==> src/rtl/lcdi_interp_engine.sv <==
// LCDI interpolation engine: two channels x two phases of TAPS-tap weighted sums,
// coefficients fetched from an external 1-cycle-latency ROM, rounded and saturated to pixels.
//
// state  | meaning
// IDLE   | ready; a start latches taps and index and drives the upper ROM address
// WAIT_U | ROM samples the upper address; phase select moves to lower
// MUL_U  | upper coefficients present; upper products registered
// MUL_L  | lower coefficients present; upper pixels produced, lower products registered
// SUM_L  | lower pixels produced; write strobe follows
module lcdi_interp_engine #(
    parameter int DATA_WIDTH  = 8,
    parameter int COEFF_WIDTH = 10,
    parameter int TAPS        = 3,
    parameter int FRAC_BITS   = 8,
    parameter int INDEX_WIDTH = 7,
    parameter int ROUND_EN    = 1
) (
    input  logic                              clk,
    input  logic                              rst,
    input  logic                              start,
    input  logic [INDEX_WIDTH-1:0]            index,
    input  logic [TAPS*DATA_WIDTH-1:0]        pix_in,
    output logic                              ready,
    output logic [INDEX_WIDTH-1:0]            coeff_addr,
    output logic                              coeff_sel,
    input  logic [2*TAPS*COEFF_WIDTH-1:0]     coeff_data,
    output logic [DATA_WIDTH-1:0]             data0_out,
    output logic [DATA_WIDTH-1:0]             data1_out,
    output logic [DATA_WIDTH-1:0]             data2_out,
    output logic [DATA_WIDTH-1:0]             data3_out,
    output logic                              write_enable
);

    localparam int PROD_W = DATA_WIDTH + COEFF_WIDTH + 1;
    localparam int ACC_W  = PROD_W + $clog2(TAPS);
    localparam int RND_W  = ACC_W + 1;

    localparam logic signed [RND_W-1:0] RND_ADD =
        (ROUND_EN != 0) ? RND_W'(2 ** (FRAC_BITS - 1)) : '0;
    localparam logic signed [RND_W-1:0] PIX_MAX = RND_W'(2 ** DATA_WIDTH - 1);

    typedef enum logic [2:0] {
        IDLE   = 3'd0,
        WAIT_U = 3'd1,
        MUL_U  = 3'd2,
        MUL_L  = 3'd3,
        SUM_L  = 3'd4
    } state_t;

    state_t state, state_nxt;

    logic                         accept;
    logic [DATA_WIDTH-1:0]        pix_q  [TAPS];
    logic signed [PROD_W-1:0]     prod_d [2*TAPS];
    logic signed [PROD_W-1:0]     prod_q [2*TAPS];
    logic signed [ACC_W-1:0]      sum_ch0;
    logic signed [ACC_W-1:0]      sum_ch1;

    assign ready  = (state == IDLE);
    assign accept = ready & start;

    always_ff @(posedge clk or posedge rst) begin
        if (rst) begin
            state <= IDLE;
        end else begin
            state <= state_nxt;
        end
    end

    always_comb begin
        state_nxt = state;
        case (state)
            IDLE:    if (start) state_nxt = WAIT_U;
            WAIT_U:  state_nxt = MUL_U;
            MUL_U:   state_nxt = MUL_L;
            MUL_L:   state_nxt = SUM_L;
            SUM_L:   state_nxt = IDLE;
            default: state_nxt = IDLE;
        endcase
    end

    // Taps and index are captured once per request; coeff_addr doubles as the latched index.
    always_ff @(posedge clk or posedge rst) begin
        if (rst) begin
            for (int t = 0; t < TAPS; t++) pix_q[t] <= '0;
            coeff_addr <= '0;
            coeff_sel  <= 1'b0;
        end else if (accept) begin
            for (int t = 0; t < TAPS; t++) pix_q[t] <= pix_in[t*DATA_WIDTH +: DATA_WIDTH];
            coeff_addr <= index;
            coeff_sel  <= 1'b0;
        end else if (state == WAIT_U) begin
            coeff_sel  <= 1'b1;
        end
    end

    // One multiplier bank serves both phases; the ROM word in flight selects which.
    for (genvar i = 0; i < 2*TAPS; i++) begin : g_mul
        logic signed [PROD_W-1:0] mul_a;
        logic signed [PROD_W-1:0] mul_b;
        assign mul_a     = PROD_W'({1'b0, pix_q[i % TAPS]});
        assign mul_b     = PROD_W'($signed(coeff_data[i*COEFF_WIDTH +: COEFF_WIDTH]));
        assign prod_d[i] = mul_a * mul_b;
    end

    always_ff @(posedge clk or posedge rst) begin
        if (rst) begin
            for (int i = 0; i < 2*TAPS; i++) prod_q[i] <= '0;
        end else if (state == MUL_U || state == MUL_L) begin
            for (int i = 0; i < 2*TAPS; i++) prod_q[i] <= prod_d[i];
        end
    end

    always_comb begin
        sum_ch0 = '0;
        sum_ch1 = '0;
        for (int t = 0; t < TAPS; t++) begin
            sum_ch0 = sum_ch0 + ACC_W'(prod_q[t]);
            sum_ch1 = sum_ch1 + ACC_W'(prod_q[TAPS + t]);
        end
    end

    // One extra bit keeps the rounding increment from wrapping before the high clamp.
    function automatic logic [DATA_WIDTH-1:0] sat_round(input logic signed [ACC_W-1:0] s);
        logic signed [RND_W-1:0] r;
        logic signed [RND_W-1:0] q;
        r = RND_W'(s) + RND_ADD;
        q = r >>> FRAC_BITS;
        if (q[RND_W-1]) begin
            return '0;
        end else if (q > PIX_MAX) begin
            return '1;
        end
        return q[DATA_WIDTH-1:0];
    endfunction

    always_ff @(posedge clk or posedge rst) begin
        if (rst) begin
            data0_out    <= '0;
            data1_out    <= '0;
            data2_out    <= '0;
            data3_out    <= '0;
            write_enable <= 1'b0;
        end else begin
            write_enable <= (state == SUM_L);
            if (state == MUL_L) begin
                data0_out <= sat_round(sum_ch0);
                data1_out <= sat_round(sum_ch1);
            end
            if (state == SUM_L) begin
                data2_out <= sat_round(sum_ch0);
                data3_out <= sat_round(sum_ch1);
            end
        end
    end

endmodule

==> config.mk <==
export PLATFORM = sky130hd
export DESIGN_NAME = lcdi_interp_engine
export DESIGN_NICKNAME = d
export VERILOG_FILES = /design/src/rtl/lcdi_interp_engine.sv
export SDC_FILE = /design/constraint.sdc
export NUM_CORES = 2
export LEC_CHECK = 0
export ABC_CLOCK_PERIOD_IN_PS = 7300
export CAP_MARGIN = 20
export CELL_PAD_IN_SITES_DETAIL_PLACEMENT = 1
export CELL_PAD_IN_SITES_GLOBAL_PLACEMENT = 2
export CORE_MARGIN = 5
export CORE_UTILIZATION = 41
export CTS_BUF_LIST = sky130_fd_sc_hd__clkbuf_8
export CTS_CLUSTER_DIAMETER = 60
export DETAILED_ROUTE_END_ITERATION = 16
export PLACE_DENSITY_LB_ADDON = 0.25
export SLEW_MARGIN = 20
export SYNTH_ARGS = -nofsm -noshare
export SYNTH_HDL_FRONTEND = slang
export SYNTH_SLANG_ARGS = --single-unit
==> constraint.sdc <==
create_clock -name clk -period 7.3 [get_ports clk]
set_input_delay 1.095 -clock clk [delete_from_list [all_inputs] [get_ports clk]]
set_output_delay 1.095 -clock clk [all_outputs]
set_load 0.01 [all_outputs]
==> metrics.cfg <==
[run_status]
status=complete, no violations

[timing]
fin_setup_tns_ps=0
max_slew_margin_pct=39.65
fmax_ghz=0.1703
finalHoldViolCount=0
rsz0062_at_grt=false
worst_slew_pin_slew_ps=905.2
timing.final.crit_share_pct=80.43
final.min_clock_period_ps=5871
skew_ps=17.89
setup_violations=0
maxSlewViolCount=0

[yosys]
yosysWarnings=0
synthTopCellsByArea=fa_1 31%, dfrtp_1 16%, ha_1 14%
async_flop_share_pct=100.0
synth_most_common_cell=inv_1
synth_seq_area_share_pct=16.41
synthFlopType=dfrtp_1
synthTopCellsByCount=746 x inv_1, 432 x fa_1, 362 x nand2_1
syn_avg_cell_area_um2=9.045
netlist.area_leader.share_pct=31.15
synth_nets=3897
synth_edf_count=0
ys_ff_latch=182
synthCells=3069
netlist_area_um2=27760
post-synth-top-area-cell=fa_1
ys_types=61

[hold_path]
min-delay-path-class=reg2reg

[setup_path]
slowest_stage=clkdlybuf4s50_1
rrSetupSlack_ps=1680
crit_chain=clkdlybuf4s50_1, nand2_1, fa_1, inv_1, ha_1, ha_1, inv_1, fa_1, inv_1, ha_1, inv_1, fa_1, nor2b_1, o21ai_0, a21boi_0, o21a_1, o211ai_1, a21oi_1, o31ai_1, a2111oi_0, nor3_1, o31ai_1
worstSetupStartpointType=primary input
crit_arrival_ps=6340
critical_path_required_ps=7770
end_kind=flop
max_stage_delay_ps=670
cp_max_fo=8
crit_top_cell=inv_1
crit_type=in2reg

[grt]
grt_pass1_vias=23230
grt_pass1_wl_um=119700
track_usage_pct=20.04
grt_max_degree=102
antenna_found_initial=3
grt_overflow_total=0

[route]
totalWireLength_um=69930
via_per_inst=4.957
vias=19990
drtPass1Iterations=4
drt-initial-drc-count=630
detail_route.wl_per_cell_um=17.34
ant_nets=0
drc=0

[placement]
portBuffers=135
place_inst=3999
hpwl_um=58570
gp_congestion=0.8136

[floorplanning]
initial_utilization_pct=41.33
dieArea_um2=73010
die_w_um=270.2
core_um2=67160
die_h_um=270.2
io_pins=136
fp-row-count=95

[clocking]
hold_buffers=0
clock-root-buffer=clkbuf_8
cts-buffers-inserted=17
clock-sinks=182
clkLatencyLatePin_ps=570
clockBufferDepth=2
cts_resized=0
cts_tree=done
postCtsSetupBuffers=0
clk_pin_slew_worst_paths_ps=120
ctsHtreeMaxLevel=4

[cells_and_area]
fin_cells=4032
nets=3973
fin_util_pct=45.27
area_growth_pct=9.524
drive_gt1_share_pct=2.913

[run]
cap_violations=0

-- worst max-delay path: cells and delay by family --
kind	cells	cell delay, ps
fa+ha+maj	6	2120
compound gates	8	1850
buf+inv	5	900
simple gates	3	390
-- per-layer routing --
layer / up-vias / global-route usage (%) / routed length [µm] / share of wire [%]
met5: - / 0 / 0 / 0
li1: 9487 / - / - / -
met3: 60 / 2.372 / 1448 / 2.1
met2: 176 / 35.87 / 35380 / 51
met4: 0 / 4.448 / 1318 / 1.9
met1: 10260 / 26.21 / 31780 / 45
-- sequential cells by signal, summed over array words and instances (netlist names), 3 cells and up --
name and count:
coeff_addr 7, data3_out 8, data1_out 8, g_mul.mul_a 24, data0_out 8, state 3
data2_out 8, prod_q 114
-- path summary, 6_finish.rpt --
path | depth (start not counted) | end | start
max | 22 | prod_q[18] | coeff_data[53]
min | 2 | prod_q[30] | prod_q[30]
max reg2reg | 21 | prod_q[18] | g_mul[2].mul_a[0]
min reg2reg | 2 | prod_q[30] | prod_q[30]
max in group asynchronous | 3 | prod_q[104] | rst
min in group asynchronous | 2 | coeff_addr[1] | rst
-- through the flow --
stage          worst slack [ps]  hold WS (ps)  cell area [µm²]
5_1_grt                    1070         520.0            30400
3_5_place_dp              915.4         474.2            29970
2_1_floorplan              1261         439.1            27760
4_1_cts                    1515         502.7            30400
6_report                   1429         494.2            30400
3_3_place_gp               1051         465.9            29970
-- cell usage in the layout (no fill, tap or decap), types with 4 or more instances in the layout --
cell type,netlist,final
inv_1,746,745
a21oi_1,62,62
mux2_2,32,32
clkinv_8,0,6
o21bai_1,9,9
nand3b_1,4,4
o211ai_1,23,23
a21o_1,29,29
nand2_1,362,362
a211oi_1,11,10
clkbuf_8,0,17
nor2b_1,8,7
nand3_1,40,40
a31oi_1,18,18
nor2_1,50,49
xnor2_1,72,72
o21ai_0,114,114
o21a_1,16,16
o31ai_1,18,18
and3_1,12,12
nand2b_1,5,4
nor3_1,22,22
or2_2,6,6
ha_1,302,302
inv_8,0,5
and2_1,310,310
clkdlybuf4s50_1,0,135
o22ai_1,8,8
fa_1,432,432
dfrtp_1,182,182
xor2_1,31,31
a211o_1,6,6
o2111ai_1,5,5
or3_1,7,7
buf_4,0,8
-- layout make-up --
cell class                 instances  area [µm²]
antenna                            1       2.502
clock buffer                      17       234.0
clock inverter                    15       193.9
fill                            7757       36760
inverter                         746        2808
multi-input combinational       2055       20110
sequential                       182        4554
tap                              873        1092
timing repair buffer             143        1411
-- cells by family (layout without fill, tap and decap cells) --
kind of cell	after synthesis	count (layout)	synth area share, %
xor+xnor	103	103	3.250
simple gates	838	838	15.08
fa+ha+maj	734	734	44.77
buf+inv	832	921	11.26
mux	33	33	1.334
compound gates	347	347	7.902
flops	182	182	16.41
other cells	0	1	0
Power is left out: the tool's default activity adds up to more than one toggle a clock period on the data nets, which glitch-free logic cannot reach.
